**src/rtl/shared_bus_controller.sv**
```systemverilog
// Two-core snooping bus controller: arbitrates, broadcasts to the peer, then fills from peer or L2.
// Optional build macro ROUND_ROBIN_EN: alternate ties between cores instead of fixed core-0 priority.
module shared_bus_controller (
    input  logic        clk,
    input  logic        reset,
    input  logic        c0_req,
    input  logic        c1_req,
    output logic        c0_grant,
    output logic        c1_grant,
    input  logic [1:0]  c0_bus_operation,
    input  logic [1:0]  c1_bus_operation,
    input  logic [31:0] c0_bus_address,
    input  logic [31:0] c1_bus_address,
    input  logic [31:0] c0_bus_data,
    input  logic [31:0] c1_bus_data,
    input  logic        c0_cache_hit,
    input  logic        c1_cache_hit,
    output logic [1:0]  c0_snoop_operation,
    output logic [1:0]  c1_snoop_operation,
    output logic [31:0] c0_snoop_address,
    output logic [31:0] c1_snoop_address,
    output logic [31:0] c0_snoop_data,
    output logic [31:0] c1_snoop_data,
    output logic [1:0]  c0_cache_hit_in,
    output logic [1:0]  c1_cache_hit_in,
    output logic        l2_rd_req,
    output logic [31:0] l2_address,
    input  logic        l2_rd_valid,
    input  logic [31:0] l2_rd_data
);

    typedef enum logic [2:0] {IDLE, ADDR, SNOOP, RESP, L2RD, DONE, REL} state_t;

    state_t           r_state, w_state_nx;
    logic             r_owner, w_owner_nx;
    logic [1:0]       r_grant, w_grant_nx;
    logic [1:0][1:0]  r_snp_op, w_snp_op_nx;
    logic [1:0][31:0] r_snp_addr, w_snp_addr_nx;
    logic [1:0][31:0] r_snp_data, w_snp_data_nx;
    logic [1:0][1:0]  r_hit_in, w_hit_in_nx;
    logic             r_l2_req, w_l2_req_nx;
    logic [31:0]      r_l2_addr, w_l2_addr_nx;
    logic [1:0]       r_op;
    logic [31:0]      r_addr;
    logic             w_latch;

    logic [1:0]       w_req;
    logic [1:0][1:0]  w_op;
    logic [1:0][31:0] w_addr;
    logic [1:0][31:0] w_data;
    logic [1:0]       w_hit;
    logic             w_winner;
    logic             w_peer;
    logic             w_abort;

    assign w_req  = {c1_req, c0_req};
    assign w_op   = {c1_bus_operation, c0_bus_operation};
    assign w_addr = {c1_bus_address, c0_bus_address};
    assign w_data = {c1_bus_data, c0_bus_data};
    assign w_hit  = {c1_cache_hit, c0_cache_hit};
    assign w_peer = ~r_owner;

`ifdef ROUND_ROBIN_EN
    logic r_last;

    // Starts at core 1 so the first tie after reset favours core 0.
    always_ff @(posedge clk or negedge reset) begin
        if (!reset)
            r_last <= 1'b1;
        else if (r_state == IDLE && |w_req)
            r_last <= w_winner;
    end

    assign w_winner = (&w_req) ? ~r_last : w_req[1];
`else
    assign w_winner = ~w_req[0];
`endif

    assign w_abort = !w_req[r_owner] &&
                     (r_state == ADDR || r_state == SNOOP || r_state == RESP || r_state == L2RD);

    always_comb begin
        w_state_nx    = r_state;
        w_owner_nx    = r_owner;
        w_grant_nx    = r_grant;
        w_snp_op_nx   = r_snp_op;
        w_snp_addr_nx = r_snp_addr;
        w_snp_data_nx = r_snp_data;
        w_hit_in_nx   = '0;
        w_l2_req_nx   = r_l2_req;
        w_l2_addr_nx  = r_l2_addr;
        w_latch       = 1'b0;

        if (w_abort) begin
            w_state_nx  = IDLE;
            w_grant_nx  = 2'b00;
            w_snp_op_nx = '1;
            w_l2_req_nx = 1'b0;
        end else begin
            case (r_state)
                IDLE: begin
                    if (|w_req) begin
                        w_owner_nx = w_winner;
                        w_grant_nx = w_winner ? 2'b10 : 2'b01;
                        w_state_nx = ADDR;
                    end
                end
                ADDR: begin
                    if (w_op[r_owner] != 2'b11) begin
                        w_latch               = 1'b1;
                        w_snp_op_nx[w_peer]   = w_op[r_owner];
                        w_snp_addr_nx[w_peer] = w_addr[r_owner];
                        w_snp_data_nx[w_peer] = w_data[r_owner];
                        w_state_nx            = SNOOP;
                    end
                end
                SNOOP: begin
                    w_snp_op_nx[w_peer] = 2'b11;
                    w_state_nx          = RESP;
                end
                RESP: begin
                    if (r_op == 2'b01) begin
                        w_hit_in_nx[r_owner] = 2'b11;
                        w_state_nx           = DONE;
                    end else if (w_hit[w_peer]) begin
                        w_hit_in_nx[r_owner]   = 2'b01;
                        w_snp_data_nx[r_owner] = w_data[w_peer];
                        w_state_nx             = DONE;
                    end else begin
                        w_l2_req_nx  = 1'b1;
                        w_l2_addr_nx = r_addr;
                        w_state_nx   = L2RD;
                    end
                end
                L2RD: begin
                    if (l2_rd_valid) begin
                        w_l2_req_nx            = 1'b0;
                        w_hit_in_nx[r_owner]   = 2'b10;
                        w_snp_data_nx[r_owner] = l2_rd_data;
                        w_state_nx             = DONE;
                    end
                end
                DONE: w_state_nx = REL;
                REL: begin
                    if (!w_req[r_owner]) begin
                        w_grant_nx = 2'b00;
                        w_state_nx = IDLE;
                    end
                end
                default: w_state_nx = IDLE;
            endcase
        end
    end

    always_ff @(posedge clk or negedge reset) begin
        if (!reset) begin
            r_state    <= IDLE;
            r_owner    <= 1'b0;
            r_grant    <= 2'b00;
            r_snp_op   <= '1;
            r_snp_addr <= '0;
            r_snp_data <= '0;
            r_hit_in   <= '0;
            r_l2_req   <= 1'b0;
            r_l2_addr  <= '0;
        end else begin
            r_state    <= w_state_nx;
            r_owner    <= w_owner_nx;
            r_grant    <= w_grant_nx;
            r_snp_op   <= w_snp_op_nx;
            r_snp_addr <= w_snp_addr_nx;
            r_snp_data <= w_snp_data_nx;
            r_hit_in   <= w_hit_in_nx;
            r_l2_req   <= w_l2_req_nx;
            r_l2_addr  <= w_l2_addr_nx;
        end
    end

    // Transaction operation/address are datapath only; no reset needed.
    always_ff @(posedge clk) begin
        if (w_latch) begin
            r_op   <= w_op[r_owner];
            r_addr <= w_addr[r_owner];
        end
    end

    assign c0_grant           = r_grant[0];
    assign c1_grant           = r_grant[1];
    assign c0_snoop_operation = r_snp_op[0];
    assign c1_snoop_operation = r_snp_op[1];
    assign c0_snoop_address   = r_snp_addr[0];
    assign c1_snoop_address   = r_snp_addr[1];
    assign c0_snoop_data      = r_snp_data[0];
    assign c1_snoop_data      = r_snp_data[1];
    assign c0_cache_hit_in    = r_hit_in[0];
    assign c1_cache_hit_in    = r_hit_in[1];
    assign l2_rd_req          = r_l2_req;
    assign l2_address         = r_l2_addr;

endmodule

```
**config.mk**
```make
export PLATFORM = sky130hd
export DESIGN_NAME = shared_bus_controller
export DESIGN_NICKNAME = d
export VERILOG_FILES = /design/src/rtl/shared_bus_controller.sv
export SDC_FILE = /design/constraint.sdc
export NUM_CORES = 1
export LEC_CHECK = 0
export BUFFER_PORTS_ARGS = -buffer_cell sky130_fd_sc_hd__buf_2
export CAP_MARGIN = 15
export CORE_UTILIZATION = 45
export DETAILED_ROUTE_END_ITERATION = 8
export PLACE_DENSITY_LB_ADDON = 0.15
export RECOVER_POWER = 50
export SLEW_MARGIN = 0
export SYNTH_ARGS = -nofsm -noshare
export SYNTH_HDL_FRONTEND = slang
export SYNTH_SLANG_ARGS = --single-unit
```
**constraint.sdc**
```tcl
create_clock -name clk -period 3.46 [get_ports clk]
set_input_delay 0.346 -clock clk [delete_from_list [all_inputs] [get_ports clk]]
set_output_delay 0.346 -clock clk [all_outputs]
set_load 0.1 [all_outputs]
```
==> results.py <==
metrics = {
    "outcome": {
        "outcome": "finished, violations left",
        "violations": "max-capacitance violations, max-slew violations",
    },
    "routing": {
        "totalWireLength_um": 25200,
        "route.vias.total": 7058,
        "routedWlPerCell_um": 19.2,
        "drt_iter0_markers": 450,
        "antenna_left": 0,
        "drtPass1Iterations": 8,
        "remaining_drc_errors": 0,
        "via_per_inst": 5.37,
    },
    "worst_setup_path": {
        "worstPathArrival_ns": 3.10,
        "worst_ep_required_time_ns": 3.84,
        "critPathKind": "reg2reg",
        "cp-startpoint": "r_state[0]",
        "r2r_start": "r_state[0]",
        "crit_fanout": 22,
        "endpoint_kind": "flip-flop",
        "startpoint_type": "flip-flop",
    },
    "clock_tree": {
        "cts_tree": "yes",
        "clk_path_buf_depth": 3,
        "post-cts-setup-buffers": 0,
        "h-tree-depth": 1,
        "clk_pin_slew_ns": 0.06,
        "clock-root-buffer": "clkbuf_16",
        "cts_sinks": 209,
        "clkLatencyLatePin_ns": 0.50,
        "cts_made_buffers": 23,
    },
    "synthesis": {
        "synthCells": 692,
        "netlist-cell-type-count": 50,
        "synth_top_family_by_area": "multiplexers",
        "yosysTopAreaCell": "dfrtp_1",
        "synth_edf_count": 34,
        "synth_area_leaders": "dfrtp_1 (45%), mux2_2 (11%), edfxtp_1 (11%), mux2i_1 (6.9%), mux2_1 (6.7%)",
        "seq_area_frac_synth_pct": 56.5,
        "synth_seq_cells": 209,
        "syn_area_um2": 9570,
        "synth_top_area_share_pct": 44.7,
        "yosys_warnings": 0,
        "synthMuxAreaShare_pct": 24.5,
        "synth-main-ff-cell": "dfrtp_1",
        "async_flop_share_pct": 83.7,
        "synth_xor_area_share_pct": 0.0915,
        "synth_adder_area_share_pct": 0,
        "synth-compound-area-share_pct": 10.5,
        "avgSynthCellArea_um2": 13.8,
        "synth-simple-area-share_pct": 2.73,
        "syn_nets": 863,
    },
    "floorplanning": {
        "die_h_um": 148,
        "dieArea_um2": 21900,
        "core_area_um2": 20600,
        "io_pins": 342,
        "die_width_um": 148,
        "start_util_pct": 46.6,
        "rows": 52,
    },
    "sta": {
        "skew_ns": 0.0115,
        "tns_ns": 0,
        "setup_viol": 0,
        "max_freq_mhz": 368,
        "hold_viol": 0,
        "rsz0062_at_grt": "false",
        "maxSlewViolCount": 77,
        "min_period_ns": 2.72,
        "worst_pin_slew_ns": 2.03,
        "finalCritPeriodShare_pct": 78.6,
        "slew_headroom_pct": -35.5,
    },
    "finish": {
        "areaGrowthSynthToFinish_pct": 26.6,
        "diodes": 0,
        "layout_common_cells": "buf_2 (249), dfrtp_1 (171), clkbuf_1 (97), mux2_2 (83), mux2_1 (67)",
        "num-nets-final": 1198,
        "seqCellArea_um2": 5410,
        "layout_commonest_cell": "buf_2",
        "fillCellCount": 1788,
        "drive_gt1_share_pct": 38.8,
        "multi_input_area_um2": 3650,
    },
    "grt": {
        "grt_max_degree": 78,
        "gr-total-overflow": 0,
        "grt_antenna_before_repair": 2,
        "grt_pass1_vias": 7124,
        "grt_pass1_wl_um": 39500,
        "grt_usage_pct": 23.0,
    },
    "min_path": {
        "min_path_type": "in2reg",
        "min_from": "c0_bus_operation[0]",
    },
    "place": {
        "gp_congestion": 0.842,
        "port_buffers": 341,
        "hpwl_um": 18000,
    },
    "job": {
        "cap_viol_max_count": 1,
    },
}
-- layer usage --
layer,routed length (um),GRT usage (%),vias up
met5,18,0,-
met4,679,7.27,4
met3,1520,3.77,50
met2,12100,37.9,273
met1,10900,31.0,3487
li1,-,-,3244
-- state kept, by name, indices dropped and copies added (netlist names), 3 cells and up --
name              count
r_state               3
r_addr               32
l2_address           32
c0_snoop_address     32
c1_snoop_data        32
c0_snoop_data        32
c1_snoop_address     32
-- cells by family after synthesis --
group,count (synthesis)
xor+xnor,1
flops,209
simple gates,48
mux,216
buf+inv,102
compound gates,116
-- worst paths after layout --
path | cells past startpoint | endpoint | slack, ns
setup / recovery | 7 | c0_snoop_data[4] | 0.74
hold / removal | 3 | c1_snoop_operation[0] | 0.07
setup reg to reg | 7 | c0_snoop_data[4] | 0.74
hold reg to reg | 1 | l2_address[9] | 0.47
max in group asynchronous | 3 | c1_snoop_data[11] | 0.91
min in group asynchronous | 2 | l2_address[5] | 0.97
-- Yosys cell counts, drive strengths merged, types with 2 or more instances --
library cell / instances
a22oi: 3
nand2b: 3
nor2b: 4
o2bb2ai: 21
clkbuf: 7
nand2: 15
o211ai: 2
a222oi: 43
and2: 3
mux2i: 66
mux2: 150
nor3b: 2
dfrtp: 171
nor3: 6
a21boi: 2
a211oi: 2
buf: 44
edfxtp: 34
a2bb2oi: 5
a21o: 2
inv: 51
o32ai: 2
o22ai: 3
o21ai: 13
dfstp: 4
a21oi: 11
nor2: 9
-- metrics by stage --
step	instance area (um^2)	cells	utilization (%)	hold slack (ns)	setup WS [ns]
detailed placement	11500	1271	55.8	0.436	0.674
global route	12100	1314	59.0	0.0594	0.456
CTS	12300	1314	59.6	0.0540	0.659
global placement	11500	1271	55.8	0.436	0.769
floorplan	9570	692	-	0.0504	0.153
finish	12100	1314	59.0	0.0699	0.739
-- critical path, stage by stage, from the launching register on --
cell and delay, ns:
dfrtp_1 0.47, clkbuf_1 0.29, nor3_1 0.53, nand3b_1 0.25
o2111ai_2 0.18, a21oi_4 0.16, buf_4 0.33, mux2_2 0.38
-- area by class of cell --
| class | instances | share of cell area, % |
|---|---|---|
| multi-input cells | 381 | 30.1 |
| flip-flops and latches | 209 | 44.6 |
| clock buffers | 32 | 5.36 |
| inverters | 51 | 1.58 |
| repair buffers | 361 | 14.5 |
| well taps | 270 | 2.79 |
| clock inverters | 10 | 1.06 |
-- what timing repair did --
item / CTS / global route
hold buffers: 1 / 0
resized for setup: 0 / 0
endpoints found under the hold margin: 70 / 0
endpoints found under the setup margin: 0 / 0
Power is left out: the tool's default activity adds up to more than one toggle a clock period on the data nets, which glitch-free logic cannot reach.
